**config.mk**
```make
export PLATFORM = sky130hd
export DESIGN_NAME = core2wb_bridge
export DESIGN_NICKNAME = d
export VERILOG_FILES = /design/src/rtl/core2wb_bridge.sv
export SDC_FILE = /design/constraint.sdc
export NUM_CORES = 1
export LEC_CHECK = 0
export CAP_MARGIN = 20
export CORE_MARGIN = 1.5
export CORE_UTILIZATION = 35
export CTS_CLUSTER_SIZE = 40
export DETAILED_ROUTE_END_ITERATION = 10
export PLACE_DENSITY_LB_ADDON = 0.15
export SLEW_MARGIN = 20
export SYNTH_ARGS = -nofsm -noshare
export SYNTH_HDL_FRONTEND = slang
export SYNTH_SLANG_ARGS = --single-unit
```
**constraint.sdc**
```tcl
create_clock -name clk_i -period 6.47 [get_ports clk_i]
set_input_delay 0.647 -clock clk_i [delete_from_list [all_inputs] [get_ports clk_i]]
set_output_delay 0.647 -clock clk_i [all_outputs]
set_load 0.01 [all_outputs]
```
**src/rtl/core2wb_bridge.sv**
```systemverilog
// Aquila device-port to pipelined Wishbone B4 master bridge: one outstanding access,
// honours stall, terminates on ack/err; optional bus watchdog enabled by `WB_TIMEOUT_EN.
module core2wb_bridge #(
  parameter int XLEN           = 32,
  parameter int DW             = 32,
  parameter int AW             = 4,
  parameter int ADDR_LSB       = 2,
  parameter int TIMEOUT_CYCLES = 255
) (
  input  logic              clk_i,
  input  logic              rst_i,
  input  logic              S_DEVICE_strobe_i,
  input  logic [XLEN-1:0]   S_DEVICE_addr_i,
  input  logic              S_DEVICE_rw_i,
  input  logic [XLEN/8-1:0] S_DEVICE_byte_enable_i,
  input  logic [XLEN-1:0]   S_DEVICE_data_i,
  output logic              S_DEVICE_data_ready_o,
  output logic [XLEN-1:0]   S_DEVICE_data_o,
  output logic              bus_error_o,
  output logic              wb_cyc_o,
  output logic              wb_stb_o,
  output logic              wb_we_o,
  output logic [AW-1:0]     wb_addr_o,
  output logic [DW-1:0]     wb_data_o,
  output logic [DW/8-1:0]   wb_sel_o,
  input  logic              wb_stall_i,
  input  logic              wb_ack_i,
  input  logic              wb_err_i,
  input  logic [DW-1:0]     wb_data_i
);

  typedef enum logic [1:0] {S_IDLE, S_REQ, S_WAIT, S_RESP} state_t;

  if (DW != XLEN) begin : g_width_check
    $error("core2wb_bridge: DW must equal XLEN");
  end

  state_t state_q, state_d;
  logic   term;
  logic   timeout;
  logic   tmo_hit;
  logic   err_q;

  // Only the address slice reaches the bus; the rest is decoded upstream.
  logic unused_addr;
  assign unused_addr = ^S_DEVICE_addr_i;

`ifdef WB_TIMEOUT_EN
  logic [15:0] tmo_cnt_q;

  always_ff @(posedge clk_i or posedge rst_i) begin
    if (rst_i) begin
      tmo_cnt_q <= '0;
    end else if (state_q == S_REQ || state_q == S_WAIT) begin
      tmo_cnt_q <= tmo_cnt_q + 16'd1;
    end else begin
      tmo_cnt_q <= '0;
    end
  end

  // Counter reads N-1 during the N-th bus cycle, so cyc is held exactly TIMEOUT_CYCLES cycles.
  assign tmo_hit = (state_q == S_REQ || state_q == S_WAIT) &&
                   (tmo_cnt_q == 16'(TIMEOUT_CYCLES - 1));
`else
  assign tmo_hit = 1'b0;
`endif

  // NOTE: every always_comb output gets a default first so no path leaves it unassigned (no latch).
  always_comb begin
    state_d = state_q;
    term    = 1'b0;
    timeout = 1'b0;
    unique case (state_q)
      S_IDLE: if (S_DEVICE_strobe_i) state_d = S_REQ;
      S_REQ: begin
        if (!wb_stall_i) begin
          term    = wb_ack_i | wb_err_i;
          state_d = term ? S_RESP : S_WAIT;
        end
      end
      S_WAIT: begin
        term = wb_ack_i | wb_err_i;
        if (term) state_d = S_RESP;
      end
      S_RESP:  state_d = S_IDLE;
      default: state_d = S_IDLE;
    endcase
    if (tmo_hit && !term) begin
      timeout = 1'b1;
      state_d = S_RESP;
    end
  end

  // NOTE: sequential state uses non-blocking assignments so all registers update from pre-edge values.
  always_ff @(posedge clk_i or posedge rst_i) begin
    if (rst_i) state_q <= S_IDLE;
    else       state_q <= state_d;
  end

  // NOTE: every datapath register is reset because all outputs must read 0 during reset.
  always_ff @(posedge clk_i or posedge rst_i) begin
    if (rst_i) begin
      wb_we_o         <= 1'b0;
      wb_addr_o       <= '0;
      wb_data_o       <= '0;
      wb_sel_o        <= '0;
      S_DEVICE_data_o <= '0;
      err_q           <= 1'b0;
    end else begin
      if (state_q == S_IDLE && S_DEVICE_strobe_i) begin
        wb_we_o   <= S_DEVICE_rw_i;
        wb_addr_o <= S_DEVICE_addr_i[ADDR_LSB +: AW];
        wb_data_o <= S_DEVICE_data_i;
        wb_sel_o  <= S_DEVICE_byte_enable_i;
      end
      if (term) begin
        err_q           <= wb_err_i;
        S_DEVICE_data_o <= (wb_err_i || wb_we_o) ? '0 : wb_data_i;
      end else if (timeout) begin
        err_q           <= 1'b1;
        S_DEVICE_data_o <= '1;
      end
    end
  end

  // Bus controls decode straight from the state register so reset drops them immediately.
  assign wb_cyc_o              = (state_q == S_REQ) || (state_q == S_WAIT);
  assign wb_stb_o              = (state_q == S_REQ);
  assign S_DEVICE_data_ready_o = (state_q == S_RESP);
  assign bus_error_o           = (state_q == S_RESP) && err_q;

endmodule

```
==> results by group <==
Drt
  – Routed wire per std cell: 13.9 um
  – DR pass1 iterations: 8
  – DRT iter0 DRCs: 59
  – Total number of vias: 2360
  – Final WL: 7.24 mm
  – Antenna viol nets, final: 0
  – Vias per cell: 4.54
  – Drc violations: 9

Worst setup path
  – Crit path largest cell delay: 0.56 ns
  – FF-to-FF path depth: 5
  – CP cell instances: inv_1 -> ha_1 -> clkdlybuf4s50_1
  – Req. time, crit path: 5.82 ns
  – Crit Reg-Reg Endpoint: err_q
  – WS Path Type: flop to output port
  – Reg-to-reg startpoint: state_q[1]
  – Startpoint types: flop
  – Flop2flop setup slack: 4.40 ns
  – Critical-path top delay cell: clkdlybuf4s50_1
  – Critical-path maximum fanout: 5
  – Critical Path AT: 1.75 ns
  – Crit. End Element: output port

Power
  – Pwr Density: 462 nW/um2
  – P_sw: 718 uW
  – Clock power frac: 18.7%
  – Total leakage power: 0.00217 uW
  – Peak supply drop: 217 uV
  – Combinational share of power: 47.0%
  – Flop pwr share: 34.2%
  – Int Pwr: 1650 uW
  – Sw Ratio: 30.4%

Synthesis
  – Synth Instances: 249
  – FF+latch count, synth: 76
  – Synth Warn #: 0
  – Avg Cell Area, Syn: 12.9 um2
  – Cell Area, Synth: 3220 um2
  – Mapped Nets: 362
  – Sequential element share of the synthesized area: 59.0%
  – Netlist cell types: 18

Floorplanning
  – Starting Density: 36.6%
  – Core ar.: 8810 um2
  – Top Ports: 184
  – Die Height: 99.0 um
  – Die width: 99.0 um
  – Die ar.: 9790 um2
  – FP Rows: 34

Clock tree
  – Worst-Skew Late Latency: 0.33 ns
  – Cts bufs inserted: 9
  – CTS tree: done
  – Clock Sinks: 76
  – Number of hold buffers added after CTS: 0
  – H-Tree Depth: 3
  – Post-CTS setup buffer count: 0
  – CTS resizes: 0
  – CTS clock-pin slew for the worst setup and hold paths: 0.08 ns
  – Root Driver: clkbuf_8
  – Clock Tree Buf Depth: 2

Timing
  – Final Cycle Share: 37.1%
  – Max-slew violation count: 0
  – Fin crit period: 2.40 ns
  – Unrepaired setup endpoints after global routing: no
  – Setup TNS: 0 ns
  – Max Clk Rate: 0.416 GHz
  – Worst hold margin: 0.505 ns
  – Setup ws final: 4.07 ns
  – Number of setup violations in the final report: 0
  – Actual slew at the worst max-slew pin: 0.938 ns
  – Rel. slew slack: 37.3%
  – Hold Vio Cnt, Final: 0
  – Skew final: 0.00726 ns

Min path
  – Hold Path Sink: wb_data_o[15]
  – Start point of the worst hold path: wb_data_o[15]
  – WHS Path Cells: 1
  – Worst Hold Class: flop to flop

Global route
  – Largest net degree at the start of global routing: 77
  – Global Route Usage Sum: 15.3%
  – Gr ovfl total: 0
  – First-pass GRT wire length: 11.8 mm
  – Vias in the first global route: 2588
  – Initial antenna violation count: 0

Layout
  – Ratio of cells with drive above 1 in the final layout: 15.8%
  – Nets: 520
  – Fillers: 746
  – # diodes: 0
  – Area delta synth->final: 58.7%

Placed design
  – Pre-CTS WS: 3.74 ns
  – Post-DP HPWL: 5.09 mm
  – GP Congestion: 0.735
  – IO Port Bufs: 155

Status
  – Status: finished with violations
  – Failing checks: design-rule violations

Run
  – Maxcap violations: 0
## layout make-up
| class | count | area [um2] | area share (%) |
|---|---|---|---|
| multi-input combinational | 127 | 1100 | 21.5 |
| timing repair buffer | 158 | 1590 | 31.2 |
| tap | 108 | 135 | 2.64 |
| clock buffer | 12 | 155 | 3.03 |
| clock inverter | 4 | 95.1 | 1.86 |
| sequential | 76 | 1900 | 37.2 |
| inverter | 35 | 133 | 2.59 |
## layer usage
layer	vias up	share of wire, %	global-route usage [%]
li1	1118	-	-
met1	1144	39	16.8
met2	93	48	26.1
met3	5	11	7.16
met4	0	1.1	5.27
met5	-	0	0
## critical path: cells and delay by family, from the launching register on
kind                     cells  cell delay, ns
flip-flops                   1            0.40
buffers and inverters        2            0.68
adder cells (fa/ha/maj)      1            0.35
## cells in the final DEF (no fill, tap or decap), drive strengths merged
cell,instances
buf,3
mux2i,32
bufinv,3
nor2,4
a2111o,1
clkinv,2
clkdlybuf4s50,155
o21ai,1
dfrtp,76
o221a,1
nand2,33
mux2,43
a32oi,1
nor2b,2
ha,6
and2,2
clkbuf,12
inv,34
a211oi,1
## registers in the layout (all words and copies together), names as in the netlist
name / count
S_DEVICE_data_o: 32
err_q: 1
state_q: 2
wb_addr_o: 4
wb_data_o: 32
wb_sel_o: 4
wb_we_o: 1
## worst max-delay path by stage
stage          slack [ns]                 end  startpoint  cells past startpoint
5_1_grt              3.94            wb_cyc_o  state_q[1]                      3
3_5_place_dp         3.74               err_q    wb_err_i                      3
4_1_cts              4.04            wb_cyc_o  state_q[1]                      3
6_report             4.07            wb_cyc_o  state_q[0]                      3
2_1_floorplan        3.88  S_DEVICE_data_o[0]       rst_i                      1
3_3_place_gp         3.73               err_q    wb_err_i                      3
## logic make-up (layout without fill, tap and decap cells)
family                     Yosys count  after routing  share of synthesized area (%)
DFF                                 76             76                           59.0
muxes                               75             75                           25.0
buffers and inverters               46            209                           7.26
and+or+nand+nor                     41             41                           5.09
adders and majority gates            6              6                           2.33
AOI/OAI and AO/OA                    5              5                           1.36
## power groups by stage
| stage | logic [uW] | registers [uW] | clock network (uW) |
|---|---|---|---|
| 3_3_place_gp | 1110 | 808 | 0 |
| 3_5_place_dp | 1120 | 821 | 0 |
| 6_report | 1110 | 809 | 443 |
| 5_1_grt | 1200 | 841 | 479 |
| 2_1_floorplan | 469 | 915 | 0 |
| 4_1_cts | 1130 | 813 | 462 |
## per-stage QoR
stage	util (%)	instances	instance area, um2	power [uW]
CTS	57.7	519	5080	2400
global placement	54.8	503	4830	1920
detailed placement	54.8	503	4830	1950
floorplan	-	249	3220	1380
finish	58.1	520	5110	2360
global route	58.1	520	5110	2520
## Yosys cell counts (all sizes together)
| master | instances | area (um2) |
|---|---|---|
| a2111o | 1 | 11.3 |
| a211oi | 1 | 7.51 |
| a32oi | 1 | 8.76 |
| and2 | 2 | 12.5 |
| buf | 8 | 91.3 |
| clkbuf | 3 | 11.3 |
| dfrtp | 76 | 1900 |
| ha | 6 | 75.1 |
| inv | 35 | 131 |
| mux2 | 43 | 484 |
| mux2i | 32 | 320 |
| nand2 | 33 | 124 |
| nor2 | 4 | 15.0 |
| nor2b | 2 | 12.5 |
| o21ai | 1 | 5.00 |
| o221a | 1 | 11.3 |
Note: power is estimated with default switching activity, not from simulation.
